### config.mk
export PLATFORM = sky130hd
export DESIGN_NAME = rotate_left_seq
export DESIGN_NICKNAME = d
export VERILOG_FILES = /design/src/rtl/rotate_left_seq.sv
export SDC_FILE = /design/constraint.sdc
export NUM_CORES = 1
export LEC_CHECK = 0
export BUFFER_PORTS_ARGS = -buffer_cell sky130_fd_sc_hd__buf_2
export CORE_MARGIN = 2
export CORE_UTILIZATION = 40
export DETAILED_ROUTE_END_ITERATION = 12
export GPL_TIMING_DRIVEN = 0
export PLACE_DENSITY_LB_ADDON = 0.2
export SLEW_MARGIN = 20
export SYNTH_ARGS = -nofsm -noshare
export SYNTH_HDL_FRONTEND = slang
export SYNTH_SLANG_ARGS = --single-unit
### constraint.sdc
create_clock -name clk -period 1.5 [get_ports clk]
set_input_delay 0.075 -clock clk [delete_from_list [all_inputs] [get_ports clk]]
set_output_delay 0.075 -clock clk [all_outputs]
set_load 0.02 [all_outputs]
### src/rtl/rotate_left_seq.sv
// Multi-cycle rotate-left unit: rotates a captured word left by one bit per clock,
// `amt` times, then pulses `done` with the registered result on `dout`.
module rotate_left_seq #(
  parameter int unsigned WIDTH = 8,
  parameter int unsigned AMT_W = 3
) (
  input  logic             clk,
  input  logic             reset,
  input  logic             start,
  input  logic [WIDTH-1:0] din,
  input  logic [AMT_W-1:0] amt,
  output logic             busy,
  output logic             done,
  output logic [WIDTH-1:0] dout
);

  typedef enum logic [1:0] {
    S_IDLE  = 2'd0,
    S_SHIFT = 2'd1,
    S_DONE  = 2'd2
  } state_t;

  state_t           r_state;
  logic [WIDTH-1:0] r_sr;
  logic [AMT_W-1:0] r_cnt;

  logic [WIDTH-1:0] w_rot;
  logic             w_last;

  assign w_rot  = {r_sr[WIDTH-2:0], r_sr[WIDTH-1]};
  assign w_last = (r_cnt == AMT_W'(1));

  always_ff @(posedge clk or posedge reset) begin
    if (reset) begin
      r_state <= S_IDLE;
      r_sr    <= '0;
      r_cnt   <= '0;
      busy    <= 1'b0;
      done    <= 1'b0;
      dout    <= '0;
    end else begin
      case (r_state)
        // DONE accepts a new start exactly like IDLE, giving back-to-back operation.
        S_IDLE, S_DONE: begin
          busy <= 1'b0;
          done <= 1'b0;
          if (start) begin
            r_sr  <= din;
            r_cnt <= amt;
            if (amt == '0) begin
              r_state <= S_DONE;
              done    <= 1'b1;
              dout    <= din;
            end else begin
              r_state <= S_SHIFT;
              busy    <= 1'b1;
            end
          end else begin
            r_state <= S_IDLE;
          end
        end
        S_SHIFT: begin
          r_sr  <= w_rot;
          r_cnt <= r_cnt - AMT_W'(1);
          if (w_last) begin
            r_state <= S_DONE;
            busy    <= 1'b0;
            done    <= 1'b1;
            dout    <= w_rot;
          end
        end
        default: begin
          r_state <= S_IDLE;
          busy    <= 1'b0;
          done    <= 1'b0;
        end
      endcase
    end
  end

endmodule

==> impl_table.tex <==
\begin{tabular}{lr}
\hline
Metric & Value \\
\hline
\multicolumn{2}{l}{\textbf{Cells and area}} \\
\quad Diode count & 0 \\
\quad Most frequent standard cell in the layout excluding fill and tap cells & buf\_2 \\
\quad Syn-to-layout area delta & 22.2\% \\
\quad Fillers & 284 \\
\quad Number of nets in the layout & 154 \\
\quad Register area & 553 um\^{}2 \\
\quad Layout cell share with drive strength beyond 1 & 0.423 \\
\quad Final design instance area without fill & 1520 um\^{}2 \\
\quad Most used cells in the layout excluding fill and tap cells & 26 x buf\_2, 20 x dfrtp\_1, 12 x nor2b\_1 \\
\quad Total area of multi-input combinational cells & 678 um\^{}2 \\
\multicolumn{2}{l}{\textbf{Power and ir drop}} \\
\quad VDD IR-drop max & 1050 uV \\
\quad Leakage dissipation & 0.658 nW \\
\quad Ratio of total power to cell area & 2270 nW/um\^{}2 \\
\quad Overall power & 3.44 mW \\
\quad Switching share of power & 0.393 \\
\quad Int Pwr & 2.09 mW \\
\quad Relative contribution of combinational cells to total power & 0.566 \\
\quad Relative contribution of the clock network to total power & 0.100 \\
\quad Net load switching power & 1.35 mW \\
\quad Share of total power in sequential cells & 0.334 \\
\multicolumn{2}{l}{\textbf{Detailed routing}} \\
\quad Length of the first detailed-routing pass in iterations & 4 \\
\quad WL/cell & 16.5 um \\
\quad Detailed Route WL & 2800 um \\
\quad Via count & 922 \\
\quad First DRT Iteration DRCs & 16 \\
\quad Number of design rule violations left after detail routing & 0 \\
\quad Average vias per placed instance & 5.42 \\
\quad Final antenna-violating net count & 0 \\
\multicolumn{2}{l}{\textbf{Place}} \\
\quad \# port buffers & 23 \\
\quad Weighted congestion reported at the end of routability-driven placement & 0.689 \\
\quad Area of placed instances & 1400 um\^{}2 \\
\quad DPL Wire Length & 1780 um \\
\multicolumn{2}{l}{\textbf{STA}} \\
\quad Fmax & 0.682 GHz \\
\quad Min cycle time layout & 1.47 ns \\
\quad Post-Route Skew & 0.00619 ns \\
\quad Max-slew headroom at the worst pin & 0.426 \\
\quad Crit share post-route & 0.977 \\
\quad Number of hold violations in the final report & 0 \\
\quad Final number of setup-violating endpoints & 0 \\
\quad Final max-slew violation count & 0 \\
\quad Worst-margin pin slew & 0.860 ns \\
\quad Setup repair after global routing missed its margin & yes \\
\multicolumn{2}{l}{\textbf{Critical path}} \\
\quad Worst Path Required & 1.71 ns \\
\quad Critical Path Sink Type & register \\
\quad Reg-to-reg critical path startpoint & r\_cnt[1] \\
\quad Reg2reg path depth & 5 \\
\quad Kind of critical path & register to register \\
\quad Timing startpoint of the critical path & r\_cnt[1] \\
\quad Type of origin of the critical path & register \\
\quad Arr. time, crit path & 1.68 ns \\
\quad Slack of the worst reg-to-reg path & 0.03 ns \\
\quad Worst setup path endpoint & dout[2] \\
\quad Terminus of the critical flop-to-flop path & dout[2] \\
\quad Max FO, Critical Path & 5 \\
\multicolumn{2}{l}{\textbf{Yosys}} \\
\quad Top cell type's share of synthesized area & 0.443 \\
\quad Synthesized netlist net count & 121 \\
\quad Count of yosys warnings during synthesis & 0 \\
\quad Leading post-synthesis cells by cell area & dfrtp\_1 44\%, mux2\_4 9.7\%, a211oi\_1 6.6\% \\
\quad Summed instance area of the synthesized netlist & 1240 um\^{}2 \\
\quad Unique cell type count in the Yosys netlist & 23 \\
\quad Mapped Cells & 105 \\
\quad Cell type with the largest total area after synthesis & dfrtp\_1 \\
\quad Share of the yosys chip area belonging to registers & 0.443 \\
\quad Post-synthesis average cell area & 11.8 um\^{}2 \\
\quad Yosys reg bits & 22 \\
\multicolumn{2}{l}{\textbf{CTS}} \\
\quad Clock latency on the worst-skew pair & 0.31 ns \\
\quad Clock sinks & 22 \\
\quad CTS H-Tree Depth & 1 \\
\quad CTS root buffer & clkbuf\_4 \\
\quad Clk pin slew, worst setup/hold paths & 0.13 ns \\
\quad Max Root-Sink Buffers & 2 \\
\quad Number of buffers created by CTS & 3 \\
\quad Clock tree from TritonCTS & built \\
\multicolumn{2}{l}{\textbf{Floorplanning}} \\
\quad Die Area & 3570 um\^{}2 \\
\quad Core footprint & 3000 um\^{}2 \\
\quad Die Span X & 59.8 um \\
\quad Number of I/O pins & 24 \\
\quad Initial core utilization & 0.414 \\
\quad Total number of placement rows & 20 \\
\quad Height of the chip & 59.8 um \\
\multicolumn{2}{l}{\textbf{Global route}} \\
\quad Vias in the first global route & 922 \\
\quad Overall global routing resource usage & 0.174 \\
\quad Total gr overflow & 0 \\
\quad Number of antenna violations at the first check in global routing & 0 \\
\quad Largest net degree at the start of global routing & 23 \\
\quad First-pass GRT wire length & 4590 um \\
\multicolumn{2}{l}{\textbf{Outcome}} \\
\quad Run status & completed \\
\multicolumn{2}{l}{\textbf{Min path}} \\
\quad Worst Hold Class & input pin to register \\
\multicolumn{2}{l}{\textbf{Run}} \\
\quad Number of max-capacitance violations reported & 0 \\
\hline
\end{tabular}
[power by group through the flow]
stage | combinational [mW] | sequential (mW) | clock, mW
detailed placement | 1.75 | 1.17 | 0
floorplan | 1.22 | 1.27 | 0
CTS | 1.95 | 1.15 | 0.348
finish | 1.95 | 1.15 | 0.343
global route | 2.11 | 1.19 | 0.377
global placement | 1.71 | 1.15 | 0
[worst min path at each step]
stage | from | endpoint | slack, ns | depth (start not counted)
finish | din[7] | r_sr[7] | 0.04 | 3
global route | din[0] | r_sr[0] | 0.05 | 3
CTS | din[6] | r_sr[6] | 0.04 | 3
detailed placement | reset | dout[6] | 0.31 | 2
global placement | reset | dout[6] | 0.30 | 2
floorplan | reset | busy | 0.06 | 1
[repair_timing]
action                                  4_1_cts  5_1_grt
endpoints found under the setup margin        8        8
buffers inserted                              4        0
pin swaps                                     1        1
gates resized for setup                       6        2
hold endpoints to repair                     22        0
hold buffers                                  1        0
cloned                                        1        0
[sequential cells by signal (all words and copies together) (netlist names)]
name,flops
busy,1
done,1
dout,8
r_cnt,3
r_sr,8
r_state,1
[critical path: stages, from the launching register on]
cell,delay (ns)
dfrtp_1,0.41
inv_2,0.08
ha_4,0.14
nand4bb_4,0.12
o2bb2a_4,0.29
mux2_4,0.31
[metal layers]
layer,routed length [um],up-vias,track usage
met2,1360,24,0.278
li1,-,442,-
met3,120,4,0.0238
met4,28,0,0.0476
met5,0,-,0
met1,1290,452,0.245
[synthesized netlist by cell type]
cell	count
nor2b_1	12
a21oi_1	11
dfrtp_1	22
nand4bb_1	1
clkbuf_1	2
mux2_2	7
buf_6	2
ha_1	2
mux2i_1	8
mux2_1	2
o21ai_1	1
o22ai_1	1
buf_2	3
mux2_4	8
nor3_1	1
xor2_1	1
o2bb2a_4	1
nand2b_1	1
xnor2_1	1
a211oi_1	11
o21ai_0	1
inv_1	5
nor2b_4	1
[area by class of cell]
type / instances / share of cell area
Multi-Input combinational cell: 72 / 0.446
Sequential cell: 22 / 0.364
Timing Repair Buffer: 28 / 0.102
Tap cell: 33 / 0.0272
Buffer: 6 / 0.0247
Clock buffer: 4 / 0.0239
Inverter: 5 / 0.0123
[metrics by stage]
stage | hold slack [ns] | setup WS (ns) | cells | util | TNS [ns]
finish | 0.0433 | 0.0341 | 170 | 0.506 | 0
CTS | 0.0432 | 0.0148 | 170 | 0.505 | 0
global route | 0.0549 | -0.00729 | 170 | 0.506 | -0.0204
floorplan | 0.0642 | 0.0350 | 105 | - | 0
detailed placement | 0.308 | -0.0617 | 161 | 0.466 | -0.464
global placement | 0.301 | -0.0442 | 161 | 0.466 | -0.346
[kinds of logic after synthesis]
group / after synthesis / synth area share
DFF: 22 / 0.443
and+or+nand+nor: 16 / 0.0895
buffers and inverters: 12 / 0.0513
muxes: 25 / 0.242
xor gates and xnor gates: 2 / 0.0141
AOI/OAI and AO/OA: 26 / 0.140
adders and majority gates: 2 / 0.0201
Power figures use the tool's default switching activity.
